--- src/rtl/sdram_host_bridge.sv ---
// Host front end for the SDRAM controller: buffers writes in a FIFO, serialises
// writes/reads into single-cycle controller enables and returns read data as a pulse.
module sdram_host_bridge #(
    parameter int ADDR_W     = 24,
    parameter int DATA_W     = 16,
    parameter int FIFO_DEPTH = 8,
    parameter int BUSY_TMO   = 64
) (
    input  logic              clk,
    input  logic              rst_n,
    input  logic              wr_req_valid,
    output logic              wr_req_ready,
    input  logic [ADDR_W-1:0] wr_req_addr,
    input  logic [DATA_W-1:0] wr_req_data,
    input  logic              rd_req_valid,
    output logic              rd_req_ready,
    input  logic [ADDR_W-1:0] rd_req_addr,
    output logic              rd_resp_valid,
    output logic [DATA_W-1:0] rd_resp_data,
    output logic [ADDR_W-1:0] ctl_addr,
    output logic [DATA_W-1:0] ctl_wr_data,
    output logic              ctl_wr_enable,
    output logic              ctl_rd_enable,
    input  logic              ctl_busy,
    input  logic [DATA_W-1:0] ctl_rd_data,
    output logic [$clog2(FIFO_DEPTH):0] fifo_level,
    output logic              tmo_err
);
    localparam int PW = $clog2(FIFO_DEPTH);
    localparam int LW = PW + 1;
    localparam int TW = $clog2(BUSY_TMO + 1);

    typedef enum logic [1:0] {IDLE, ISSUE, WAIT_BUSY, WAIT_DONE} state_t;

    state_t            state, state_nxt;
    logic [ADDR_W-1:0] fifo_addr [FIFO_DEPTH];
    logic [DATA_W-1:0] fifo_data [FIFO_DEPTH];
    logic [LW-1:0]     wptr, rptr, count;
    logic [TW-1:0]     tmo_cnt;
    logic              is_rd;
    logic              push, pop, rd_acc, tmo_hit, done;

    // Ready outputs are held low while reset is asserted.
    always_comb begin
        wr_req_ready = rst_n && (count != FIFO_DEPTH[LW-1:0]);
        rd_req_ready = rst_n && (state == IDLE) && (count == '0) && !ctl_busy && !wr_req_valid;
        push         = wr_req_valid && wr_req_ready;
        pop          = (state == IDLE) && (count != '0) && !ctl_busy;
        rd_acc       = rd_req_valid && rd_req_ready;
        tmo_hit      = (state == WAIT_BUSY) && !ctl_busy && (tmo_cnt == TW'(BUSY_TMO - 1));
        done         = (state == WAIT_DONE) && !ctl_busy;
        fifo_level   = count;
    end

    always_ff @(posedge clk or negedge rst_n) begin
        if (!rst_n) state <= IDLE;
        else        state <= state_nxt;
    end

    always_comb begin
        state_nxt = state;
        case (state)
            IDLE:      if (pop || rd_acc) state_nxt = ISSUE;
            ISSUE:     state_nxt = WAIT_BUSY;
            WAIT_BUSY: if (ctl_busy) state_nxt = WAIT_DONE;
                       else if (tmo_hit) state_nxt = IDLE;
            WAIT_DONE: if (!ctl_busy) state_nxt = IDLE;
            default:   state_nxt = IDLE;
        endcase
    end

    // Storage carries no reset; occupancy is tracked by the pointers and count.
    always_ff @(posedge clk) begin
        if (push) begin
            fifo_addr[wptr[PW-1:0]] <= wr_req_addr;
            fifo_data[wptr[PW-1:0]] <= wr_req_data;
        end
    end

    always_ff @(posedge clk or negedge rst_n) begin
        if (!rst_n) begin
            wptr  <= '0;
            rptr  <= '0;
            count <= '0;
        end else begin
            if (push) wptr <= wptr + LW'(1);
            if (pop)  rptr <= rptr + LW'(1);
            case ({push, pop})
                2'b10:   count <= count + LW'(1);
                2'b01:   count <= count - LW'(1);
                default: count <= count;
            endcase
        end
    end

    // Enables are registered on leaving ISSUE so they form a clean one-cycle pulse.
    always_ff @(posedge clk or negedge rst_n) begin
        if (!rst_n) begin
            ctl_addr      <= '0;
            ctl_wr_data   <= '0;
            is_rd         <= 1'b0;
            tmo_cnt       <= '0;
            ctl_wr_enable <= 1'b0;
            ctl_rd_enable <= 1'b0;
            tmo_err       <= 1'b0;
            rd_resp_valid <= 1'b0;
            rd_resp_data  <= '0;
        end else begin
            ctl_wr_enable <= (state == ISSUE) && !is_rd;
            ctl_rd_enable <= (state == ISSUE) && is_rd;
            rd_resp_valid <= 1'b0;
            if (pop) begin
                ctl_addr    <= fifo_addr[rptr[PW-1:0]];
                ctl_wr_data <= fifo_data[rptr[PW-1:0]];
                is_rd       <= 1'b0;
            end else if (rd_acc) begin
                ctl_addr <= rd_req_addr;
                is_rd    <= 1'b1;
            end
            if (state == ISSUE)
                tmo_cnt <= '0;
            else if (state == WAIT_BUSY && !ctl_busy && !tmo_hit)
                tmo_cnt <= tmo_cnt + TW'(1);
            if (tmo_hit)
                tmo_err <= 1'b1;
            if (is_rd && (done || tmo_hit)) begin
                rd_resp_data  <= ctl_rd_data;
                rd_resp_valid <= 1'b1;
            end
        end
    end
endmodule

--- config.mk ---
export PLATFORM = sky130hd
export DESIGN_NAME = sdram_host_bridge
export DESIGN_NICKNAME = d
export VERILOG_FILES = /design/src/rtl/sdram_host_bridge.sv
export SDC_FILE = /design/constraint.sdc
export NUM_CORES = 1
export LEC_CHECK = 0
export CAP_MARGIN = 20
export CELL_PAD_IN_SITES_DETAIL_PLACEMENT = 2
export CELL_PAD_IN_SITES_GLOBAL_PLACEMENT = 2
export CORE_ASPECT_RATIO = 1.1
export CORE_MARGIN = 2
export CORE_UTILIZATION = 47
export CTS_CLUSTER_DIAMETER = 50
export DETAILED_ROUTE_END_ITERATION = 12
export GPL_TIMING_DRIVEN = 0
export PLACE_DENSITY_LB_ADDON = 0.1
export SLEW_MARGIN = 20
export SYNTH_ARGS = -nofsm -noshare
export SYNTH_HDL_FRONTEND = slang
export SYNTH_SLANG_ARGS = --single-unit
--- constraint.sdc ---
create_clock -name clk -period 9.69 [get_ports clk]
set_input_delay 0.969 -clock clk [delete_from_list [all_inputs] [get_ports clk]]
set_output_delay 0.969 -clock clk [all_outputs]
set_load 0.01 [all_outputs]
==> summary.txt <==
Status = finished clean
Yosys warns = 0
XOR/XNOR share of the synthesized area = 0.5647%
Critical-path cell list = clkdlybuf4s50_1 -> nor3_1 -> and4bb_2 -> clkdlybuf4s50_1
Post-synthesis adder-cell area fraction = 0.4840%
Skew-Pair Late Insertion Delay = 540 ps
Number of global-route vias before repair = 10,010
Reg2reg path depth = 9
Chip width = 177.2 um
Core area = 0.03237 mm2
DR iter-0 viols = 715
Mux cell area share after synthesis = 15.53%
Starting Density = 47.91%
Worst reg2reg path endpoint = fifo_addr[1][12]$_DFFE_PP_
Relative slew margins = 38.59%
Post-Syn Area = 0.01551 mm2
Remaining antenna violation count after routing = 0
Distinct cells, synth = 55
GRT Util Overall = 28.40%
Area grow syn2layout = 26.27%
Synth top area cells = edfxtp_1 62%, dfrtp_1 13%, mux4_2 12%
Clock Sinks = 400
DRC viols = 0
Post-synth top cells = 320 x edfxtp_1, 81 x nand2_1, 80 x dfrtp_1, 80 x mux4_2, 40 x mux2i_1
CTS Root Cell = clkbuf_16
Port bufs = 150
DR pass1 iterations = 5
CTS tree = built
Post-CTS Hold Buffers = 0
Final core utilization = 60.49%
Syn nets = 871
Power Density = 299.8 mW/mm2
Hpwl dp = 29,890 um
Post-Syn Instances = 780
Post-synthesis simple-gate area fraction = 3.517%
Setup Skew = 14.99 ps
# IOs = 151
Via count = 8,651
Most numerous cell in the Yosys netlist = edfxtp_1
Setup bufs post-CTS = 0
Syn_area_per_cell = 19.88 um2
Reg clk slew, reported paths = 60 ps
DIE AREA = 0.03447 mm2
Worst min path class = input port to asynchronous set/reset pin
Final nets = 1,091
EDFF count, synth = 320
CP required = 8720 ps
Max Root-Sink Buffers = 3
CP most frequent cell = clkdlybuf4s50_1
Peak supply drop = 0.1842 mV
WL/cell = 32.44 um
RSZ-0062 raised after global routing = false
Post-CTS Resized = 0
Fmax = 0.2552 GHz
MaxCap Viol Count = 0
Initial antenna violation count = 4
Die Ht = 194.5 um
Ys async rst share = 20.00%
#FFs+latches synth = 400
Worst-Margin Slew = 921.1 ps
Final GP Congestion = 0.7876
Final setup viols = 0
Seq/Total Area, Yosys = 74.86%
Hold slack = 338.7 ps
Period minus WS final = 3918 ps
Post-Route WL = 47,420 um
Crit start category = input port
Fraction of layout cells with a size suffix above 1 = 23.21%
R2r setup slk = 6600 ps
Largest net degree at the start of global routing = 52
H-Tree Depth = 2
Leakage = 6.935 nW
Final number of max-transition violations = 0
Largest family of logic cells by synthesized area = multiplexers
Area share of the largest cell type after synthesis = 61.96%
Compound-Gate Fraction of Synth Area = 3.291%
Crit-path max cell delay = 590 ps
GRT overflow = 0
Top_reg_cell synth = edfxtp_1
CP max stage cell = clkdlybuf4s50_1
Crit Path Category = input port to output port
Row cnt = 69
Crit. End Element = output port
Post-synth top area cell = edfxtp_1
First-pass GRT wire length = 69,590 um
Vias per cell = 5.917
Total CTS buffers = 42
Total power = 5.871 mW
Crit Path Max Fanout = 8
Worst Path Arrival = 2950 ps
Period utilization = 40.43%
Final Hold Fails = 0
R2r startpoint = fifo_level[2]$_DFFE_PN0P_
==> cell usage in the layout, fill, tap and decap left out, drive strengths merged, types with 2 or more instances in the layout <==
master	n
nor3	3
clkinvlp	2
diode	2
nor2b	2
a21oi	4
nand2	82
clkdlybuf4s50	149
mux2	18
edfxtp	320
or4	2
nor2	12
nand2b	4
ha	6
mux2i	40
and3	3
xor2	5
nor3b	2
xnor2	5
clkinv	10
o21ai	19
inv	6
mux4	80
bufinv	8
o221ai	24
buf	63
clkbuf	62
a22o	2
dfrtp	80
nand4b	2
o31ai	2
==> area by class of cell <==
class / instances / area, um2
Multi-Input combinational cell: 334 / 3682
Tap cell: 426 / 533.0
Fill cell: 2580 / 12790
Timing Repair Buffer: 176 / 1971
Sequential cell: 400 / 11610
Buffer: 41 / 252.7
Clock inverter: 21 / 309.0
Antenna cell: 2 / 5.005
Inverter: 5 / 18.77
Clock buffer: 57 / 1201
==> how the worst max path moves through the flow <==
stage                 start                          to  slack (ps)
3_3_place_gp          rst_n  fifo_addr[0][11]$_DFFE_PP_       -2070
2_1_floorplan  wr_req_valid   fifo_addr[0][0]$_DFFE_PP_        5100
6_report           ctl_busy                rd_req_ready        5770
5_1_grt            ctl_busy                rd_req_ready        5660
4_1_cts            ctl_busy                rd_req_ready        5800
3_5_place_dp          rst_n  fifo_addr[1][11]$_DFFE_PP_        5590
==> registers in the layout (all words and copies together), names as in the netlist <==
| name | cells |
|---|---|
| fifo_level | 4 |
| ctl_rd_enable | 1 |
| rd_resp_valid | 1 |
| rptr | 3 |
| fifo_data | 128 |
| state | 2 |
| fifo_addr | 192 |
| ctl_addr | 24 |
| is_rd | 1 |
| wptr | 3 |
| tmo_err | 1 |
| tmo_cnt | 7 |
| ctl_wr_data | 16 |
| ctl_wr_enable | 1 |
| rd_resp_data | 16 |
==> stage by stage <==
| step | setup TNS, ps | setup WS (ps) | instances | instance area (um2) |
|---|---|---|---|---|
| floorplan | 0 | 5099 | 780 | 15510 |
| global placement | -165000 | -2072 | 1356 | 17540 |
| detailed placement | 0 | 5586 | 1382 | 18070 |
| CTS | 0 | 5800 | 1460 | 19580 |
| global route | 0 | 5660 | 1462 | 19580 |
| finish | 0 | 5772 | 1462 | 19580 |
==> logic make-up after synthesis <==
| family | Yosys count |
|---|---|
| DFF | 400 |
| AOI/OAI and AO/OA | 61 |
| buffers and inverters | 46 |
| adders and majority gates | 6 |
| muxes | 138 |
| xor gates and xnor gates | 10 |
| and+or+nand+nor | 119 |
==> per-layer routing <==
layer  track usage (%)  share of wire (%)
met1             35.34                 38
met5                 0              0.023
met3             4.382                5.8
met2             50.94                 54
met4             8.693                2.6
==> where the power goes <==
part	switching, mW	total, mW	internal [mW]
Clock	0.664	1.75	1.08
Combinational	0.977	1.84	0.860
Sequential	0.165	2.28	2.12
==> critical path, delay by kind of cell <==
kind | cells | cell delay [ps]
simple gates | 2 | 840
buf+inv | 2 | 1130
No activity file was read; power rests on OpenSTA's default activity.
